<file path="config.mk">
export PLATFORM = sky130hd
export DESIGN_NAME = wfifo_drain_ctrl
export DESIGN_NICKNAME = d
export VERILOG_FILES = /design/src/rtl/wfifo_pkg.sv /design/src/rtl/wfifo_skew_line.sv /design/src/rtl/wfifo_drain_ctrl.sv
export SDC_FILE = /design/constraint.sdc
export NUM_CORES = 1
export LEC_CHECK = 0
export BUFFER_PORTS_ARGS = -buffer_cell sky130_fd_sc_hd__buf_2
export CAP_MARGIN = 20
export CORE_MARGIN = 2
export CORE_UTILIZATION = 55
export CTS_BUF_LIST = sky130_fd_sc_hd__clkbuf_4 sky130_fd_sc_hd__clkbuf_8
export CTS_CLUSTER_SIZE = 10
export DETAILED_ROUTE_END_ITERATION = 12
export HOLD_SLACK_MARGIN = 0.03
export PLACE_DENSITY = 0.91
export SYNTH_ARGS = -nofsm -noshare
export SYNTH_HDL_FRONTEND = slang
export SYNTH_HIERARCHICAL = 1
export SYNTH_SLANG_ARGS = --single-unit
</file>
<file path="constraint.sdc">
create_clock -name clk -period 2.45 [get_ports clk]
set_clock_uncertainty 0.2 [all_clocks]
set_input_delay 0.3675 -clock clk [delete_from_list [all_inputs] [get_ports clk]]
set_output_delay 0.3675 -clock clk [all_outputs]
set_load 0.005 [all_outputs]
</file>
<file path="src/rtl/wfifo_pkg.sv">
// rtl/wfifo_pkg.sv - shared states, sizing defaults and counter width for the weight FIFO drain controller
package wfifo_pkg;

  localparam int DEF_SYS_ROW = 16;
  localparam int DEF_NUM_CH  = 4;

  typedef enum logic [1:0] {
    IDLE = 2'd0,
    RUN  = 2'd1,
    TAIL = 2'd2,
    DONE = 2'd3
  } drain_state_e;

  // Row counter must hold the value SYS_ROW itself (one past the last row).
  function automatic int cnt_width(input int sys_row);
    return $clog2(sys_row + 1);
  endfunction

endpackage

</file>
<file path="src/rtl/wfifo_skew_line.sv">
// rtl/wfifo_skew_line.sv - per-channel staggered write enables, lane k trails the beat by k advancing cycles
module wfifo_skew_line #(
  parameter int NUM_CH = 4
) (
  input  logic              clk,
  input  logic              rst,
  input  logic              beat_i,
  input  logic              advance_i,
  input  logic              flush_i,
  output logic [NUM_CH-1:0] wen_o
);

  if (NUM_CH > 1) begin : g_pipe
    logic [NUM_CH-1:1] stage_q;
    logic [NUM_CH-1:1] stage_d;

    // Shift the beat one lane further each non-stalled cycle; flush drops everything in flight.
    always_comb begin
      stage_d = stage_q;
      if (flush_i) begin
        stage_d = '0;
      end else if (advance_i) begin
        stage_d[1] = beat_i;
        for (int k = 2; k < NUM_CH; k++) begin
          stage_d[k] = stage_q[k-1];
        end
      end
    end

    // Pipeline registers.
    always_ff @(posedge clk or posedge rst) begin
      if (rst) begin
        stage_q <= '0;
      end else begin
        stage_q <= stage_d;
      end
    end

    // A held stage only writes on the cycle it advances, so each beat writes once per lane.
    assign wen_o = {stage_q & {(NUM_CH-1){advance_i}}, beat_i};
  end else begin : g_single
    assign wen_o = beat_i;
  end

endmodule

</file>
<file path="src/rtl/wfifo_drain_ctrl.sv">
// rtl/wfifo_drain_ctrl.sv - weight FIFO drain controller; optional lane skew with WFIFO_DRAIN_SKEW_EN
module wfifo_drain_ctrl
  import wfifo_pkg::*;
#(
  parameter  int SYS_ROW = DEF_SYS_ROW,
  parameter  int NUM_CH  = DEF_NUM_CH,
  localparam int CNT_W   = cnt_width(SYS_ROW)
) (
  input  logic              clk,
  input  logic              rst,
  input  logic              start_i,
  input  logic [CNT_W-1:0]  depth_i,
  input  logic [NUM_CH-1:0] ch_mask_i,
  input  logic              data_vld_i,
  input  logic              stall_i,
  input  logic              abort_i,
  output logic [NUM_CH-1:0] fifo_rd_en_o,
  output logic [NUM_CH-1:0] w_wen_o,
  output logic [CNT_W-1:0]  row_idx_o,
  output logic              busy_o,
  output logic              done_o,
  output logic              err_o
);

`ifdef WFIFO_DRAIN_SKEW_EN
  localparam bit SKEW_EN = 1'b1;
`else
  localparam bit SKEW_EN = 1'b0;
`endif
  localparam bit USE_TAIL = SKEW_EN && (NUM_CH > 1);

  localparam int                TAIL_W    = (NUM_CH > 2) ? $clog2(NUM_CH - 1) : 1;
  localparam logic [TAIL_W-1:0] TAIL_LAST = TAIL_W'((NUM_CH > 1) ? NUM_CH - 2 : 0);
  localparam logic [TAIL_W-1:0] TAIL_ONE  = TAIL_W'(1);
  localparam logic [CNT_W-1:0]  MAX_DEPTH = CNT_W'(SYS_ROW);
  localparam logic [CNT_W-1:0]  CNT_ONE   = CNT_W'(1);

  drain_state_e      state_q, state_d;
  logic [CNT_W-1:0]  depth_q, depth_d;
  logic [NUM_CH-1:0] mask_q, mask_d;
  logic [CNT_W-1:0]  row_q, row_d;
  logic [CNT_W-1:0]  row_idx_q, row_idx_d;
  logic [TAIL_W-1:0] tail_q, tail_d;
  logic              err_q, err_d;

  logic beat;
  logic last_beat;
  logic req_legal;

  assign beat      = (state_q == RUN) && data_vld_i && !stall_i;
  assign last_beat = beat && (row_q == depth_q - CNT_ONE);
  assign req_legal = (depth_i != '0) && (depth_i <= MAX_DEPTH) && (|ch_mask_i);

  // Next-state logic: abort beats a final beat and any start; start outside IDLE only flags an error.
  always_comb begin
    state_d   = state_q;
    depth_d   = depth_q;
    mask_d    = mask_q;
    row_d     = row_q;
    row_idx_d = row_idx_q;
    tail_d    = tail_q;
    err_d     = 1'b0;

    if (beat) begin
      row_d     = row_q + CNT_ONE;
      row_idx_d = row_q;
    end

    case (state_q)
      IDLE: begin
        if (start_i) begin
          if (req_legal) begin
            state_d = RUN;
            depth_d = depth_i;
            mask_d  = ch_mask_i;
            row_d   = '0;
          end else begin
            err_d = 1'b1;
          end
        end
      end
      RUN: begin
        err_d = start_i;
        if (abort_i) begin
          state_d = IDLE;
        end else if (last_beat) begin
          if (USE_TAIL) begin
            state_d = TAIL;
            tail_d  = '0;
          end else begin
            state_d = DONE;
          end
        end
      end
      TAIL: begin
        err_d = start_i;
        if (abort_i) begin
          state_d = IDLE;
        end else if (!stall_i) begin
          if (tail_q == TAIL_LAST) begin
            state_d = DONE;
          end else begin
            tail_d = tail_q + TAIL_ONE;
          end
        end
      end
      DONE: begin
        err_d   = start_i;
        state_d = IDLE;
      end
      default: state_d = IDLE;
    endcase
  end

  // State and datapath registers; everything returns to zero on reset.
  always_ff @(posedge clk or posedge rst) begin
    if (rst) begin
      state_q   <= IDLE;
      depth_q   <= '0;
      mask_q    <= '0;
      row_q     <= '0;
      row_idx_q <= '0;
      tail_q    <= '0;
      err_q     <= 1'b0;
    end else begin
      state_q   <= state_d;
      depth_q   <= depth_d;
      mask_q    <= mask_d;
      row_q     <= row_d;
      row_idx_q <= row_idx_d;
      tail_q    <= tail_d;
      err_q     <= err_d;
    end
  end

  assign fifo_rd_en_o = {NUM_CH{beat}} & mask_q;
  assign row_idx_o    = beat ? row_q : row_idx_q;
  assign busy_o       = (state_q == RUN) || (state_q == TAIL);
  assign done_o       = (state_q == DONE);
  assign err_o        = err_q;

`ifdef WFIFO_DRAIN_SKEW_EN
  logic [NUM_CH-1:0] lane_en;

  wfifo_skew_line #(
    .NUM_CH (NUM_CH)
  ) u_skew_line (
    .clk       (clk),
    .rst       (rst),
    .beat_i    (beat),
    .advance_i (!stall_i),
    .flush_i   (abort_i && busy_o),
    .wen_o     (lane_en)
  );

  assign w_wen_o = lane_en & mask_q;
`else
  assign w_wen_o = fifo_rd_en_o;
`endif

endmodule
</file>
Yosys cells after proc, flatten, opt, wreduce, memory -nomap -nowiden

Cells that the tools add are included.

Register bits: 24
Word-level logic and storage cells: 55

Add/subtract/negate cells: 3
Order comparisons: 1
Eq/ne operators: 10
Muxes and demuxes: 16
Bitwise gates (word level): 4
Reduce and logical (&&, ||, !) cells: 14

Operators by type and width:

| operator            | number |
|---|---|
| $mux 5              | 5 |
| $mux 2              | 7 |
| $ne 3x3->1 const B  | 3 |
| $pmux 2 s4          | 1 |
| $eq 2x2->1 const B  | 3 |
| $add 5x1->5 const B | 1 |
| $eq 5x5->1          | 1 |
| $le 5x5->1 const B  | 1 |
| $logic_and 1x1->1   | 5 |
| $reduce_and 5->1    | 1 |
| $reduce_bool 5->1   | 1 |
| $sub 5x1->5 const B | 1 |
| $and 4x4->4         | 1 |
| $ne 2x2->1 const B  | 2 |
| $reduce_and 4->1    | 1 |
| $reduce_or 4->1     | 1 |
| $not 1->1           | 3 |
| $reduce_and 3->1    | 1 |
| $reduce_or 3->1     | 1 |
| $add 2x1->2 const B | 1 |
| $eq 2x1->1 const B  | 1 |
| $logic_not 2->1     | 1 |
| $mux 1              | 2 |
| $pmux 1 s2          | 1 |
| 2 further kinds     | 2 |

Longest topological paths before layout

Word-level depth: 7
Mapped depth: 8
Mapped depth without buffers: 7

Worst setup path before layout

Ideal clock, no wire load.

Path type: register to output
Start: register state_q[1]
End: output row_idx_o[0]
Arrival time: 1.660 ns
Data required time: 1.882 ns
Slack: 0.222 ns
Cell stages (with the launch flop): 7
Path buffers: 2
Cells stage by stage: dfrtp_1 > inv_1 > ha_1 > and3b_1 > clkbuf_1 > clkbuf_1 > mux2_2

Cells in the longest elaborated chain, start to end: 4

Ends and longest elaborated chain:

| what                            | RTL line                | text |
|---|---|---|
| start, declared                 | wfifo_drain_ctrl.sv:38  | `drain_state_e state_q, state_d;` |
| start signal, assigned          | wfifo_drain_ctrl.sv:126 | `state_q <= state_d;` |
| $eq 2x1->1                      | wfifo_drain_ctrl.sv:50  | `assign beat = (state_q == RUN) && data_vld_i && !stall_i;` |
| $logic_and 1x1->1 (2 in series) | wfifo_drain_ctrl.sv:50  |  |
| $mux 5                          | -                       |  |
| end, declared                   | wfifo_drain_ctrl.sv:19  | `output logic [CNT_W-1:0] row_idx_o,` |

Every way passes these cells.

Worst setup path in the final report

Start: register state_q[1]
End: output row_idx_o[4]

The elaborated chain is that of the path after synthesis.

==> results.yml <==
synthesis:
  postSynthCellCount: 113
  synthMuxAreaShare: 0.1700
  ys_ff_latch: 24
  synth_compound_area_frac: 0.03629
  synthXorXnorAreaFrac: 0.08023
  synth_simple_gate_area_frac: 0.1156
  ys_seq_area_frac: 0.4585
  synthTopCellsByCount: "dfrtp_1, mux2_2, inv_1, ha_1, xor2_1"
  synth.top_cell.area_share: 0.4585
  synth_most_common_cell: "dfrtp_1"
  synthFlopType: "dfrtp_1"
  syn_area_sq_um: 1310
  syn-num-nets: 136
  synthAdderAreaFrac: 0.07641
  ys_top_cells_by_area: "dfrtp_1, mux2_2, ha_1"
  avgSynthCellArea_sq_um: 11.59
  yosysWarnings: 6
  synth_top_family_by_area: "multiplexers"
  synthArstFlopShare: 1.000
  synth_edf_count: 0
  ys_types: 30
  yosys.area.top_type: "dfrtp_1"
routing:
  drtIter0Drc: 34
  totalWireLength_um: 2781
  vias: 943
  ant_nets: 0
  dr.pass1.iters: 4
  wl_per_cell_um: 16.17
  via_per_inst: 5.483
  drcViolationCount: 0
global_routing:
  grt_max_degree: 25
  overflow: 0
  grt_pass1_vias: 991
  grt_pass1_wl_um: 4471
  grt_usage: 0.2259
  antenna_found_initial: 0
sta:
  fmax_mhz: 418.7
  hold_ws_ns: 0.01239
  hold_viol_final: 0
  setup_tns_ns: 0
  rsz0062_at_grt: "false"
  finalSetupViolations: 0
  max_slew_margin: 0.4045
  post-route-period-util: 0.9748
  tightest_slew_ns: 0.8923
  drv_slew: 0
  finalCriticalPeriod_ns: 2.388
clock_tree:
  htree_levels: 1
  clk_pin_slew_ns: 0.13
  numCtsBuffers: 3
  clkLatencyLatePin_ns: 0.32
  cts_hold_buf: 0
  cts_root_buffer: "clkbuf_4"
  clockBufferDepth: 2
  cts_tree: "built"
  clkSinkCount: 24
power_and_ir_drop:
  seqPwrFrac: 0.401
  p_int_w: 0.001119
  ir_drop_v: 0.0008257
  power_w: 0.001720
  p_leak_nw: 0.8029
  clkPwrFrac: 0.166
  p_sw_w: 0.0006013
  p_comb_frac: 0.432
  power_density_nw_per_um2: 1124
  swShare: 0.3496
floorplan:
  die_height_um: 52.81
  core_sq_um: 2233
  ios: 31
  fp.dieArea_sq_um: 2788
  die_x_um: 52.81
  start_util: 0.5866
  rows: 17
cells_and_area:
  area_growth_pct: 16.81
  final_cell_area_sq_um: 1530
  register_area_sq_um: 600.6
  drive_gt1_frac: 0.3750
  nets: 168
  multi_input_area_sq_um: 628.1
  antenna_cells: 0
  nFillCells: 170
critical_path:
  critPathKind: "reg -> out"
  r2r_slack_ns: 0.38
  rr_endpoint: "state_q[0]$_DFFE_PP0P_"
  r2r_start: "state_q[1]$_DFFE_PP0P_"
  required_ns: 1.88
  crit_arrival_ns: 1.82
  end_kind: "output port"
  ff2ff_path_depth: 8
  crit_path_max_fanout: 7
  start_kind: "flip-flop"
outcome:
  status: "finished, final reports clean"
placed_design:
  portBuffers: 30
  place_congestion: 0.8679
  post_dp_cell_area_sq_um: 1454
  hpwl_um: 2072
run:
  cap_violations: 0
worst_hold_path:
  hp-class: "in -> async"
## cell usage in the layout (no fill, tap or decap), types with 2 or more instances in the layout
cell type and count:
dfrtp_1 24, and2_1 4, nor3_1 2, buf_4 4, nand2b_1 2, a21oi_1 2
inv_1 9, mux2_4 4, xor2_1 7, xnor2_1 5, nand4_1 2, nor2_1 6
ha_1 8, mux2i_1 5, buf_2 30, clkbuf_4 3, nand3_1 3, mux2_2 10
nor4_1 2
## layout make-up
class,count,area share
Clock buffer,3,0.01472
Clock inverter,1,0.01962
Inverter,9,0.02208
Multi-Input combinational cell,73,0.4105
Sequential cell,24,0.3925
Tap cell,28,0.02289
Timing Repair Buffer,34,0.1177
## how the worst max path moves through the flow
stage,from,endpoint,slack (ns),cells after the start
after global routing,state_q[1]$_DFFE_PP0P_,row_idx_o[2],0.002,5
after detailed placement,depth_i[0],depth_q[1]$_DFFE_PP0P_,0.15,6
after CTS,state_q[1]$_DFFE_PP0P_,row_idx_o[4],0.03,5
final,state_q[1]$_DFFE_PP0P_,row_idx_o[4],0.06,5
after global placement,depth_i[0],depth_q[1]$_DFFE_PP0P_,0.25,6
after floorplan,state_q[1]$_DFFE_PP0P_,row_idx_o[0],0.22,6
## worst max-delay path: stages, from the launching register on
cell	delay, ns
dfrtp_1	0.40
inv_1	0.12
ha_1	0.18
and3b_2	0.30
mux2_2	0.37
buf_2	0.14
## metrics by stage
step | setup WS, ns | util | cells
2_1_floorplan | 0.2220 | - | 113
3_3_place_gp | 0.2502 | 0.6510 | 165
3_5_place_dp | 0.1528 | 0.6510 | 165
4_1_cts | 0.02893 | 0.6818 | 171
5_1_grt | 0.002068 | 0.6852 | 172
6_report | 0.06181 | 0.6852 | 172
## per-layer routing
layer | global-route usage | wire (um) | share of wire | up-vias
met5 | 0 | 0 | 0 | -
met4 | 0.08974 | 63 | 0.023 | 0
met3 | 0.03143 | 105 | 0.038 | 8
met2 | 0.4188 | 1525 | 0.55 | 29
met1 | 0.2575 | 1086 | 0.39 | 464
li1 | - | - | - | 442
## power by group through the flow
| stage | sequential [W] | clock (W) | combinational (W) |
|---|---|---|---|
| 2_1_floorplan | 0.000655 | 0 | 0.000550 |
| 3_3_place_gp | 0.000684 | 0 | 0.000655 |
| 3_5_place_dp | 0.000700 | 0 | 0.000710 |
| 4_1_cts | 0.000690 | 0.000287 | 0.000726 |
| 5_1_grt | 0.000712 | 0.000307 | 0.000830 |
| 6_report | 0.000690 | 0.000286 | 0.000744 |
## registers in the layout, summed over array words and instances, names as in the netlist
name,count
depth_q,5
row_idx_q,5
row_q,5
mask_q,4
state_q,2
tail_q,2
err_o,1
## timing repair
| action | CTS | global route |
|---|---|---|
| endpoints found under the hold margin | 0 | 0 |
| setup endpoints to repair | 5 | 5 |
| setup buffers | 2 | 1 |
| gates resized for setup | 1 | 0 |
| pin swaps | 1 | 1 |
## logic make-up after synthesis
logic type	after synthesis
flops	24
fa+ha+maj	8
compound gates	7
simple gates	27
xor+xnor	12
mux	19
buf+inv	16
No activity file was read; power rests on OpenSTA's default activity.
